[src/rtl/id_ex_stage.sv]
// ID/EX pipeline register for the 5-stage RISC-V core: captures decoded
// operands/control, resolves EX/MEM and MEM/WB forwarding, and bubbles on load-use.
module id_ex_stage #(
  parameter int XLEN  = 32,
  parameter int RA_W  = 5,
  parameter int SEL_W = 5
) (
  input  logic             clk,
  input  logic             rst,
  input  logic             stall,
  input  logic             flush,
  input  logic             id_valid,
  input  logic [XLEN-1:0]  id_pc,
  input  logic [XLEN-1:0]  id_rs1_data,
  input  logic [XLEN-1:0]  id_rs2_data,
  input  logic [XLEN-1:0]  id_imm,
  input  logic [RA_W-1:0]  id_rs1,
  input  logic [RA_W-1:0]  id_rs2,
  input  logic [RA_W-1:0]  id_rd,
  input  logic [SEL_W-1:0] id_alu_sel,
  input  logic             id_src_a_pc,
  input  logic             id_src_b_imm,
  input  logic             id_reg_write,
  input  logic             id_mem_read,
  input  logic             id_mem_write,
  input  logic             id_mem_to_reg,
  input  logic             exmem_reg_write,
  input  logic [RA_W-1:0]  exmem_rd,
  input  logic [XLEN-1:0]  exmem_result,
  input  logic             memwb_reg_write,
  input  logic [RA_W-1:0]  memwb_rd,
  input  logic [XLEN-1:0]  memwb_result,
  output logic             load_use,
  output logic             ex_valid,
  output logic [XLEN-1:0]  ex_pc,
  output logic [XLEN-1:0]  ex_imm,
  output logic [XLEN-1:0]  ex_rs2_fwd,
  output logic [RA_W-1:0]  ex_rd,
  output logic [XLEN-1:0]  alu_a,
  output logic [XLEN-1:0]  alu_b,
  output logic [SEL_W-1:0] alu_sel,
  output logic             ex_reg_write,
  output logic             ex_mem_read,
  output logic             ex_mem_write,
  output logic             ex_mem_to_reg
);

  logic             r_valid;
  logic [XLEN-1:0]  r_pc;
  logic [XLEN-1:0]  r_imm;
  logic [XLEN-1:0]  r_rs1_data;
  logic [XLEN-1:0]  r_rs2_data;
  logic [RA_W-1:0]  r_rs1;
  logic [RA_W-1:0]  r_rs2;
  logic [RA_W-1:0]  r_rd;
  logic [SEL_W-1:0] r_alu_sel;
  logic             r_src_a_pc;
  logic             r_src_b_imm;
  logic             r_reg_write;
  logic             r_mem_read;
  logic             r_mem_write;
  logic             r_mem_to_reg;

  logic             w_load_use;
  logic             w_bubble;
  logic [XLEN-1:0]  w_fwd_rs1;
  logic [XLEN-1:0]  w_fwd_rs2;

  // Only registered state and ID inputs feed this, so stall/flush cannot loop back.
  assign w_load_use = r_valid & r_mem_read & (r_rd != '0) & id_valid &
                      ((r_rd == id_rs1) | (r_rd == id_rs2));
  assign w_bubble   = flush | (~stall & w_load_use);

  always_ff @(posedge clk or posedge rst) begin
    if (rst) begin
      r_valid      <= 1'b0;
      r_pc         <= '0;
      r_imm        <= '0;
      r_rs1_data   <= '0;
      r_rs2_data   <= '0;
      r_rs1        <= '0;
      r_rs2        <= '0;
      r_rd         <= '0;
      r_alu_sel    <= '0;
      r_src_a_pc   <= 1'b0;
      r_src_b_imm  <= 1'b0;
      r_reg_write  <= 1'b0;
      r_mem_read   <= 1'b0;
      r_mem_write  <= 1'b0;
      r_mem_to_reg <= 1'b0;
    end else if (w_bubble) begin
      r_valid      <= 1'b0;
      r_pc         <= '0;
      r_imm        <= '0;
      r_rs1_data   <= '0;
      r_rs2_data   <= '0;
      r_rs1        <= '0;
      r_rs2        <= '0;
      r_rd         <= '0;
      r_alu_sel    <= '0;
      r_src_a_pc   <= 1'b0;
      r_src_b_imm  <= 1'b0;
      r_reg_write  <= 1'b0;
      r_mem_read   <= 1'b0;
      r_mem_write  <= 1'b0;
      r_mem_to_reg <= 1'b0;
    end else if (!stall) begin
      r_valid      <= id_valid;
      r_pc         <= id_pc;
      r_imm        <= id_imm;
      r_rs1_data   <= id_rs1_data;
      r_rs2_data   <= id_rs2_data;
      r_rs1        <= id_rs1;
      r_rs2        <= id_rs2;
      r_rd         <= id_rd;
      r_alu_sel    <= id_alu_sel;
      r_src_a_pc   <= id_src_a_pc;
      r_src_b_imm  <= id_src_b_imm;
      r_reg_write  <= id_reg_write;
      r_mem_read   <= id_mem_read;
      r_mem_write  <= id_mem_write;
      r_mem_to_reg <= id_mem_to_reg;
    end
  end

  // EX/MEM is the younger result, so it wins over MEM/WB; x0 is never forwarded.
  always_comb begin
    w_fwd_rs1 = r_rs1_data;
    if (exmem_reg_write && (exmem_rd != '0) && (exmem_rd == r_rs1))
      w_fwd_rs1 = exmem_result;
    else if (memwb_reg_write && (memwb_rd != '0) && (memwb_rd == r_rs1))
      w_fwd_rs1 = memwb_result;
  end

  always_comb begin
    w_fwd_rs2 = r_rs2_data;
    if (exmem_reg_write && (exmem_rd != '0) && (exmem_rd == r_rs2))
      w_fwd_rs2 = exmem_result;
    else if (memwb_reg_write && (memwb_rd != '0) && (memwb_rd == r_rs2))
      w_fwd_rs2 = memwb_result;
  end

  assign load_use      = w_load_use;
  assign ex_valid      = r_valid;
  assign ex_pc         = r_pc;
  assign ex_imm        = r_imm;
  assign ex_rs2_fwd    = w_fwd_rs2;
  assign ex_rd         = r_rd;
  assign alu_a         = r_src_a_pc  ? r_pc  : w_fwd_rs1;
  assign alu_b         = r_src_b_imm ? r_imm : w_fwd_rs2;
  assign alu_sel       = r_alu_sel;
  assign ex_reg_write  = r_reg_write;
  assign ex_mem_read   = r_mem_read;
  assign ex_mem_write  = r_mem_write;
  assign ex_mem_to_reg = r_mem_to_reg;

endmodule
[config.mk]
export PLATFORM = sky130hd
export DESIGN_NAME = id_ex_stage
export DESIGN_NICKNAME = d
export VERILOG_FILES = /design/src/rtl/id_ex_stage.sv
export SDC_FILE = /design/constraint.sdc
export NUM_CORES = 1
export LEC_CHECK = 0
export BUFFER_PORTS_ARGS = -buffer_cell sky130_fd_sc_hd__buf_2
export CAP_MARGIN = 20
export CORE_AREA = 2 2 161 163
export DETAILED_ROUTE_END_ITERATION = 8
export DIE_AREA = 0 0 163 165
export PLACE_DENSITY = 0.73
export SKIP_LAST_GASP = 1
export SYNTH_ARGS = -nofsm -noshare
export SYNTH_HDL_FRONTEND = slang
export SYNTH_SLANG_ARGS = --single-unit
[constraint.sdc]
create_clock -name clk -period 5.4 [get_ports clk]
set_input_delay 0.81 -clock clk [delete_from_list [all_inputs] [get_ports clk]]
set_output_delay 0.81 -clock clk [all_outputs]
set_load 0.01 [all_outputs]
# ---- Word level (Yosys, flattened, before mapping)
# Cells that the tools add are included.
# Widths: inputs -> output; s select.
dict set report totals {
  register_bits 155
  inputBits 235
  output_inout_bits 176
  elab_cells 75
}
dict set report op_classes {
  n_eq_ne 7
  n_mux 36
  n_bitwise 8
  n_reduce_logical 9
}
# operator count
set ops {}
lappend ops {{$mux 32} 14}
lappend ops {{$mux 5} 8}
lappend ops {{$eq 5x5->1} 6}
lappend ops {{$reduce_bool 5->1} 3}
lappend ops {{$mux 1} 14}
lappend ops {{$logic_and 1x1->1} 6}
lappend ops {{$and 1x1->1} 5}
lappend ops {{$ne 2x1->1 const B} 1}
lappend ops {{$or 1x1->1} 2}
lappend ops {{$not 1->1} 1}

# ---- Logic depth before layout (Yosys ltp)
dict set report logic_depth {
  depth_word 7
  depth_mapped 9
  ltp_nobuf 6
}

# ---- Least setup slack after synthesis
# No wires, ideal clock.
dict set report synth_timing {
  kind {input -> output}
  start {input port exmem_rd[1]}
  end {output port alu_b[14]}
  arrival_time_ps 2401
  setup_slack_ps 2189
  cell_stages 7
  cell_sequence {or4_1 o211ai_1 or2_2 buf_2 buf_2 nor3_1 a221oi_1}
}
dict set report synth_via {
  elab_chain_cells 5
  word_cells_on_any_way 6
  cone_classes {eq/ne (1); mux (2); reduce/logical (3)}
}
# element line_no
set synth_rtl {}
lappend synth_rtl {{start, declared} 28} ;# input logic [RA_W-1:0] exmem_rd,
lappend synth_rtl {{$reduce_bool 5->1} 137} ;# if (exmem_reg_write && (exmem_rd != '0) && (exmem_rd == r_rs2))
lappend synth_rtl {{$logic_and 1x1->1} 137}
lappend synth_rtl {{$logic_and 1x1->1 (*)} 137}
lappend synth_rtl {{$mux 32 (*)} 137}
lappend synth_rtl {{$mux 32 (*)} 150} ;# assign alu_b = r_src_b_imm ? r_imm : w_fwd_rs2;
lappend synth_rtl {{end, declared} 40} ;# output logic [XLEN-1:0] alu_b,
# Mark *: on every way between the ends. The rest lies on a longest branch, timed or not.

# ---- Final worst setup path
dict set report layout_timing {
  start {input port exmem_rd[1]}
  end {output port alu_b[16]}
}
# The elaborated chain is that of the path after synthesis.

==> results.ini <==
[outcome]
status = completed

[cts]
cts_buffer_depth = 2
numCtsBuffers = 17
htree_levels = 4
cts_resized = 0
clock_latency_ns = 0.43
hold_buffers = 0
root_buffer = clkbuf_16
clkTransAtPathRegs_ns = 0.07
clock_sinks = 155
cts_tree = done
post_cts_buffers = 0

[critical_path]
cp_slowest_cell = or2_2
critPathMaxStageDelay_ns = 0.80
critPathRequiredTime_ns = 4.59
worstPathMaxFanout = 36
critPathKind = in -> out
crit_arrival_ns = 3.70
start_kind = primary input
endpoint_kind = primary output
path_cells = buf_2, or4_1, o211ai_1, or2_2, nor2_1, o31ai_1, buf_2
cpMostUsedCell = buf_2

[power_and_ir_drop]
ir_worst_vdd_v = 0.000176
finalPower_mw = 3.09
p_per_area_mw_per_mm2 = 266
power.leakage_nw = 5.63

[yosys]
syn_inst = 1057
ys_ff_latch = 155
synth_top_area_share_pct = 44.0
synth_cell_type_count = 38
synth-seq-area-share_pct = 44.0
synth_flop_cell = dfrtp_1
synth_edf_count = 0
synth_area_leaders = dfrtp_1, nand2_1, a32o_1, o22ai_1, a211oi_1
synth.most_common_cell = nand2_1
syn_area_per_cell_um2 = 8.34
yosys.area.top_type = dfrtp_1
syn-num-nets = 1292
async_flop_share_pct = 100
synthTopCellsByCount = nand2_1, dfrtp_1, nor2_1
ys_warn_count = 0
netlist_area_mm2 = 0.00882

[worst_hold_path]
hp-class = in -> async

[global_routing]
antenna_found_initial = 5
grt_overflow = 0
grt_max_degree = 95
grt.total_usage_pct = 29.4
grt_pass1_wl_mm = 59.4
grt_pass1_vias = 9789

[routing]
post_drt_wl_per_cell_um = 23.2
drt_pass1_iterations = 6
viasPerCell = 5.75
vias = 10000
dr.first_iter.drc_count = 959
wl_mm = 40.4
ant_nets = 0
drcViolationCount = 0

[cells_and_area]
synthToLayoutAreaGrowth_pct = 31.9
final_core_util_pct = 46.5
nNetsFinal = 1631
drive_gt1_share_pct = 34.1

[placement]
gp_congestion = 0.945
dp_slack_ns = 0.868
portBuffers = 410
hpwl_mm = 29.3

[die]
core_mm2 = 0.0250
die_h_um = 165
rows = 58
io_pins = 411
die_area_mm2 = 0.0269
die_w_um = 163
start_util_pct = 35.2

[timing]
holdWs_ns = 0.492
setup_slack_ns = 0.892
rsz0062_at_grt = false
setup_violations = 0
final_hold_viol_count = 0
min_period_over_period_pct = 83.5
period_needed_ns = 4.51
max_freq_ghz = 0.222
skew_ns = 0.0177
slew_headroom_pct = 26.1
worst_slew_pin_slew_ns = 1.11
tns_ns = 0
finalMaxSlewViolations = 0

[run]
drv_cap = 0

[path summary, 6_finish.rpt]
path / cells after the start / start / end / slack, ns
max: 7 / exmem_rd[1] / alu_b[16] / 0.89
min in group clk: 1 / alu_sel[2] / alu_sel[2] / 0.49
min reg2reg: 1 / alu_sel[2] / alu_sel[2] / 0.49
max in group asynchronous: 3 / rst / r_src_b_imm / 3.78
max reg2reg: 7 / ex_rd[3] / r_rs1[4] / 2.39
min: 2 / rst / ex_imm[29] / 0.49
[logic make-up (layout without fill, tap and decap cells)]
kind of cell	Yosys count	count (layout)	share of synthesized area, %
flops	155	155	44.0
mux	2	2	0.227
buf+inv	158	510	7.56
compound gates	289	289	25.4
xor+xnor	29	29	2.88
other cells	0	4	0
simple gates	424	424	20.0
[critical path: cells and delay by family]
| kind | cells | cell delay, ns |
|---|---|---|
| simple gates | 3 | 1.60 |
| compound gates | 2 | 0.90 |
| buf+inv | 2 | 0.36 |
[metrics by stage]
stage | std cells | instance area [um2]
3_5_place_dp | 1705 | 11000
5_1_grt | 1741 | 11600
4_1_cts | 1737 | 11600
3_3_place_gp | 1705 | 11000
2_1_floorplan | 1057 | 8820
6_report | 1743 | 11600
[report_power, final]
part | leakage, nW | internal [mW] | switching [mW]
clock network | 0.267 | 0.628 | 0.548
logic | 3.31 | 0.248 | 0.378
registers | 2.06 | 1.23 | 0.0639
[layer usage]
layer | GRT usage (%) | vias to the layer above | part of all wire [%]
li1 | - | 4516 | -
met1 | 34.9 | 4803 | 38
met2 | 51.9 | 628 | 50
met3 | 5.25 | 70 | 7.5
met4 | 13.4 | 4 | 3.9
met5 | 0 | - | 0.052
[layout make-up]
cell class | instances | area, um2
repair buffers | 433 | 2270
flip-flops and latches | 155 | 3880
clock buffers | 20 | 457
clock inverters | 12 | 104
multi-input cells | 744 | 4320
fillers | 2505 | 13400
diodes | 4 | 10.0
inverters | 45 | 175
well taps | 330 | 413
[placed cells by master, fill, tap and decap left out, types with 3 or more instances in the layout]
cell type / Yosys / routed
diode_2: 0 / 4
nor2_1: 100 / 98
xor2_1: 10 / 10
buf_4: 3 / 22
o41ai_1: 9 / 9
nor4_1: 30 / 30
dfrtp_1: 155 / 153
a32o_1: 61 / 61
xnor2_1: 19 / 19
clkbuf_16: 0 / 17
inv_1: 44 / 43
o31ai_1: 62 / 62
a211oi_1: 62 / 62
inv_6: 0 / 7
nand2_1: 241 / 241
o22ai_1: 85 / 85
buf_2: 26 / 408
nor3_1: 37 / 36
clkinvlp_4: 0 / 3
(Power assumes the default switching activity.)
